`src/rtl/seg7_scan_driver.sv`:
```
// Four-digit multiplexed seven-segment driver: divider-paced digit scan, per-frame snapshot
// of value/dp/enable, optional leading-zero blanking, registered active-low outputs.
module seg7_scan_driver #(
  parameter int REFRESH_DIV = 100000,
  parameter bit LZ_BLANK    = 1'b1
) (
  input  logic        clk,
  input  logic        rst,
  input  logic [15:0] value,
  input  logic [3:0]  dp_in,
  input  logic [3:0]  digit_en,
  output logic [3:0]  an,
  output logic [6:0]  seg,
  output logic        dp
);

  localparam int CNT_W = (REFRESH_DIV > 1) ? $clog2(REFRESH_DIV) : 1;
  localparam logic [CNT_W-1:0] DIV_LAST = CNT_W'(REFRESH_DIV - 1);

  logic [CNT_W-1:0] div_cnt;
  logic [1:0]       idx;
  logic [15:0]      snap_val;
  logic [3:0]       snap_dp;
  logic [3:0]       snap_en;
  logic             load_pend;

  logic             tick;
  logic             load;
  logic [3:0]       nib;
  logic [3:0]       zero_hi;
  logic             blank;
  logic [3:0]       an_nxt;
  logic [6:0]       seg_nxt;
  logic             dp_nxt;

  function automatic logic [6:0] hex7(input logic [3:0] n);
    case (n)
      4'h0: hex7 = 7'h40;
      4'h1: hex7 = 7'h79;
      4'h2: hex7 = 7'h24;
      4'h3: hex7 = 7'h30;
      4'h4: hex7 = 7'h19;
      4'h5: hex7 = 7'h12;
      4'h6: hex7 = 7'h02;
      4'h7: hex7 = 7'h78;
      4'h8: hex7 = 7'h00;
      4'h9: hex7 = 7'h10;
      4'hA: hex7 = 7'h08;
      4'hB: hex7 = 7'h03;
      4'hC: hex7 = 7'h46;
      4'hD: hex7 = 7'h21;
      4'hE: hex7 = 7'h06;
      default: hex7 = 7'h0E;
    endcase
  endfunction

  assign tick = (div_cnt == DIV_LAST);
  // Frame boundary: leaving digit 3, so the new frame starts on a fresh snapshot.
  assign load = load_pend | (tick & (idx == 2'd3));

  always_comb begin
    nib        = snap_val[{idx, 2'b00} +: 4];
    zero_hi[3] = (snap_val[15:12] == 4'h0);
    zero_hi[2] = zero_hi[3] & (snap_val[11:8] == 4'h0);
    zero_hi[1] = zero_hi[2] & (snap_val[7:4] == 4'h0);
    zero_hi[0] = zero_hi[1] & (snap_val[3:0] == 4'h0);
    blank      = ~snap_en[idx] | (LZ_BLANK && (idx != 2'd0) && zero_hi[idx]);
    an_nxt     = 4'b1111;
    seg_nxt    = 7'h7F;
    dp_nxt     = 1'b1;
    if (!blank) begin
      an_nxt  = ~(4'b0001 << idx);
      seg_nxt = hex7(nib);
      dp_nxt  = ~snap_dp[idx];
    end
  end

  always_ff @(posedge clk) begin
    if (rst) begin
      div_cnt   <= '0;
      idx       <= 2'd0;
      snap_val  <= 16'h0000;
      snap_dp   <= 4'h0;
      snap_en   <= 4'h0;
      load_pend <= 1'b1;
      an        <= 4'b1111;
      seg       <= 7'h7F;
      dp        <= 1'b1;
    end else begin
      div_cnt   <= tick ? '0 : div_cnt + CNT_W'(1);
      if (tick) idx <= idx + 2'd1;
      if (load) begin
        snap_val <= value;
        snap_dp  <= dp_in;
        snap_en  <= digit_en;
      end
      load_pend <= 1'b0;
      an        <= an_nxt;
      seg       <= seg_nxt;
      dp        <= dp_nxt;
    end
  end

endmodule
```
`config.mk`:
```
export PLATFORM = sky130hd
export DESIGN_NAME = seg7_scan_driver
export DESIGN_NICKNAME = d
export VERILOG_FILES = /design/src/rtl/seg7_scan_driver.sv
export SDC_FILE = /design/constraint.sdc
export NUM_CORES = 1
export LEC_CHECK = 0
export CELL_PAD_IN_SITES_DETAIL_PLACEMENT = 1
export CELL_PAD_IN_SITES_GLOBAL_PLACEMENT = 1
export CORE_AREA = 2 2 79 81
export CTS_BUF_LIST = sky130_fd_sc_hd__clkbuf_16
export DETAILED_ROUTE_END_ITERATION = 10
export DIE_AREA = 0 0 81 83
export MAX_ROUTING_LAYER = met4
export PLACE_DENSITY = 0.85
export SLEW_MARGIN = 20
export SYNTH_ARGS = -nofsm -noshare
export SYNTH_HDL_FRONTEND = slang
export SYNTH_SLANG_ARGS = --single-unit
```
`constraint.sdc`:
```
create_clock -name clk -period 3.8 [get_ports clk]
set_input_delay 0.76 -clock clk [delete_from_list [all_inputs] [get_ports clk]]
set_output_delay 0.76 -clock clk [all_outputs]
set_load 0.005 [all_outputs]
```
==> out/qor.csv <==
metric;value;unit
synth top area cells;dfxtp_1 45%, nand2_1 10%, a21oi_1 5.9%;
post-route ant nets;0;
clk root buf;clkbuf_16;
vias in the first global route;2155;
Worst Path Arrival;2440;ps
drt first-iter violations;42;
fmax;0.4524;GHz
CTS tree;done;
Row Count;28;
via count;1976;
Worst Tran Pin Value;636.3;ps
type of origin of the critical path;register;
overall power;1203;uW
fraction of registers with async set/reset;0;%
Synthesis Warnings;0;
leakage power;0.001117;uW
Mapped Cells;275;
post-synth cell types;39;
CTS buffer count;5;
Cells after DPL;374;
largest net degree at the start of global routing;32;
Worst-Skew Late Latency;300;ps
first drt pass iteration count;4;
outcome;completed;
Max Root-Sink Buffers;2;
initial antenna violation count;0;
core area;5816;um^2
PostCTS Resize Cnt;0;
Synth Area per Inst;8.995;um^2
synthesized area;2474;um^2
Worst Clk Skew;7.878;ps
Final Non-Filler Cells;382;
die footprint;6723;um^2
Peak supply drop;0.2966;mV
IO Port Bufs;37;
max-slew violations;0;
PnR worst setup slack;1590;ps
final WL;5.527;mm
maximum fanout along the worst path;11;
CTS clock-pin slew for the worst setup and hold paths;80;ps
postcts setup bufs;0;
RSZ-0062 raised after global routing;false;
die height;83;um
Synthesized Nets;312;
crit path time final;2210;ps
fin nets;343;
CP endpoint kind;register;
ys flop type;dfxtp_1;
Initial Utilization;42.53;%
dpl hpwl;3.943;mm
share of the synthesized area in the top cell type;45.32;%
RePlAce Congestion;0.7766;
Max Cap Viol;0;
Rel. slew slack;57.52;%
first-pass GRT wire length;9.722;mm
Req. time, crit path;4030;ps
Synth area leader;dfxtp_1;
Seq/Total Area, Yosys;45.32;%
DRC errors left;0;
final period utilization;58.17;%
GRT Util Overall;18.90;%
EDFF count, synth;0;
Tightest Hold Check Type;reg2reg;
Final Hold Fails;0;
Setup WS pre-CTS;1392;ps
Setup TNS Final;0;ps
WL per Instance;14.47;um
num ports;38;
Overflow after GRT;0;
H-tree lvl count;2;
total of flip-flops plus latches after synthesis;56;
share of post-route cells with drive strength above 1;8.469;%
pwr/cell area;399.4;nW/um^2
antenna diode count;0;
vias per cell;5.173;
hold buffer count at CTS;0;
CP Class;reg2reg;
area grow syn2layout;21.75;%
Setup Viol. Count Final;0;
clk sinks;56;
Die X-Extent;81;um
## Yosys cell counts, types with 2 or more instances
cell and count:
nand3_1 9, and3_1 2, buf_2 2, nor2b_1 3
o211ai_1 2, inv_1 6, ha_1 11, nor2_1 22
a21oi_2 2, nand4_1 4, o21ai_0 4, clkbuf_1 8
mux2_2 2, nand2b_1 2, dfxtp_1 56, a22oi_1 2
xor2_1 10, mux4_2 6, nand2_1 66, a21oi_1 29
xnor2_1 4, or3_1 2, buf_6 4, nor4_1 2
## through the flow
stage	area (um^2)	hold slack [ps]	util, %
after floorplan	2474	428.6	-
after global placement	2860	434.5	49.18
after detailed placement	2860	444.5	49.18
after CTS	3012	453.7	51.79
after global routing	3012	486.6	51.79
final	3012	455.9	51.79
## routing by layer
metal,up-vias,routed length [um],share of wire (%),track usage (%)
met2,35,2798,51,31.48
met3,6,201,3.6,4.565
met5,-,0,0,-
met1,944,2434,44,21.81
li1,991,-,-,-
met4,0,92,1.7,6.934
## kinds of logic after synthesis
kind of cell,count (synthesis),synth area share (%)
buffers and inverters,21,4.653
multiplexers,8,6.373
AND/OR/NAND/NOR,121,22.46
AO/OA/AOI/OAI,44,10.67
adder cells (fa/ha/maj),11,5.564
flip-flops,56,45.32
XOR/XNOR,14,4.957
## final cells by class
cell class | instances | area (um^2)
clock buffers | 5 | 125.1
clock inverters | 3 | 26.28
fillers | 698 | 2804
inverters | 6 | 22.52
multi-input cells | 198 | 1237
flip-flops and latches | 56 | 1121
well taps | 75 | 93.84
repair buffers | 39 | 385.4
## layout by cell type (no fill, tap or decap), drive strengths merged, types with 2 or more instances in the layout
cell type,count
a21oi,31
nand2b,2
clkbuf,5
a22oi,2
and3,3
xor2,10
nor4,3
nand4,4
mux2,2
nand3,9
or3,2
clkdlybuf4s50,37
nand2,66
nor2,22
o21ai,4
mux4,6
dfxtp,56
o211ai,2
ha,11
xnor2,4
inv,8
nor2b,3
buf,2
or4b,2
## state kept, by name, indices dropped and copies added, names as in the netlist, 2 cells and up
| name | count |
|---|---|
| snap_val | 16 |
| div_cnt | 17 |
| snap_en | 4 |
| an | 4 |
| seg | 7 |
| idx | 2 |
| snap_dp | 4 |
## report_power, final
| part | internal, uW | leakage, uW | switching, uW |
|---|---|---|---|
| registers | 607 | 0.000458 | 14.3 |
| clock network | 251 | 0.0000748 | 222 |
| logic | 57.4 | 0.000584 | 51.8 |
| total | 915 | 0.00112 | 288 |
## worst max-delay path: stages, from the launching register on
cell and delay (ps):
dfxtp_1 730, mux4_2 660, inv_1 140, ha_1 260
nor2_1 70, a21oi_1 110, o21ai_0 90, nand2_1 70
## path summary, 6_finish.rpt
check	startpoint	end	slack, ps	cells past startpoint
worst max register to register	idx[0]$_SDFFE_PP0P_	seg[3]$_SDFF_PP1_	1590	7
worst min register to register	snap_dp[2]$_SDFFE_PP0P_	snap_dp[2]$_SDFFE_PP0P_	460	2
worst min-delay path	snap_dp[2]$_SDFFE_PP0P_	snap_dp[2]$_SDFFE_PP0P_	460	2
worst max-delay path	idx[0]$_SDFFE_PP0P_	seg[3]$_SDFF_PP1_	1590	7
No activity file was read; power rests on OpenSTA's default activity.
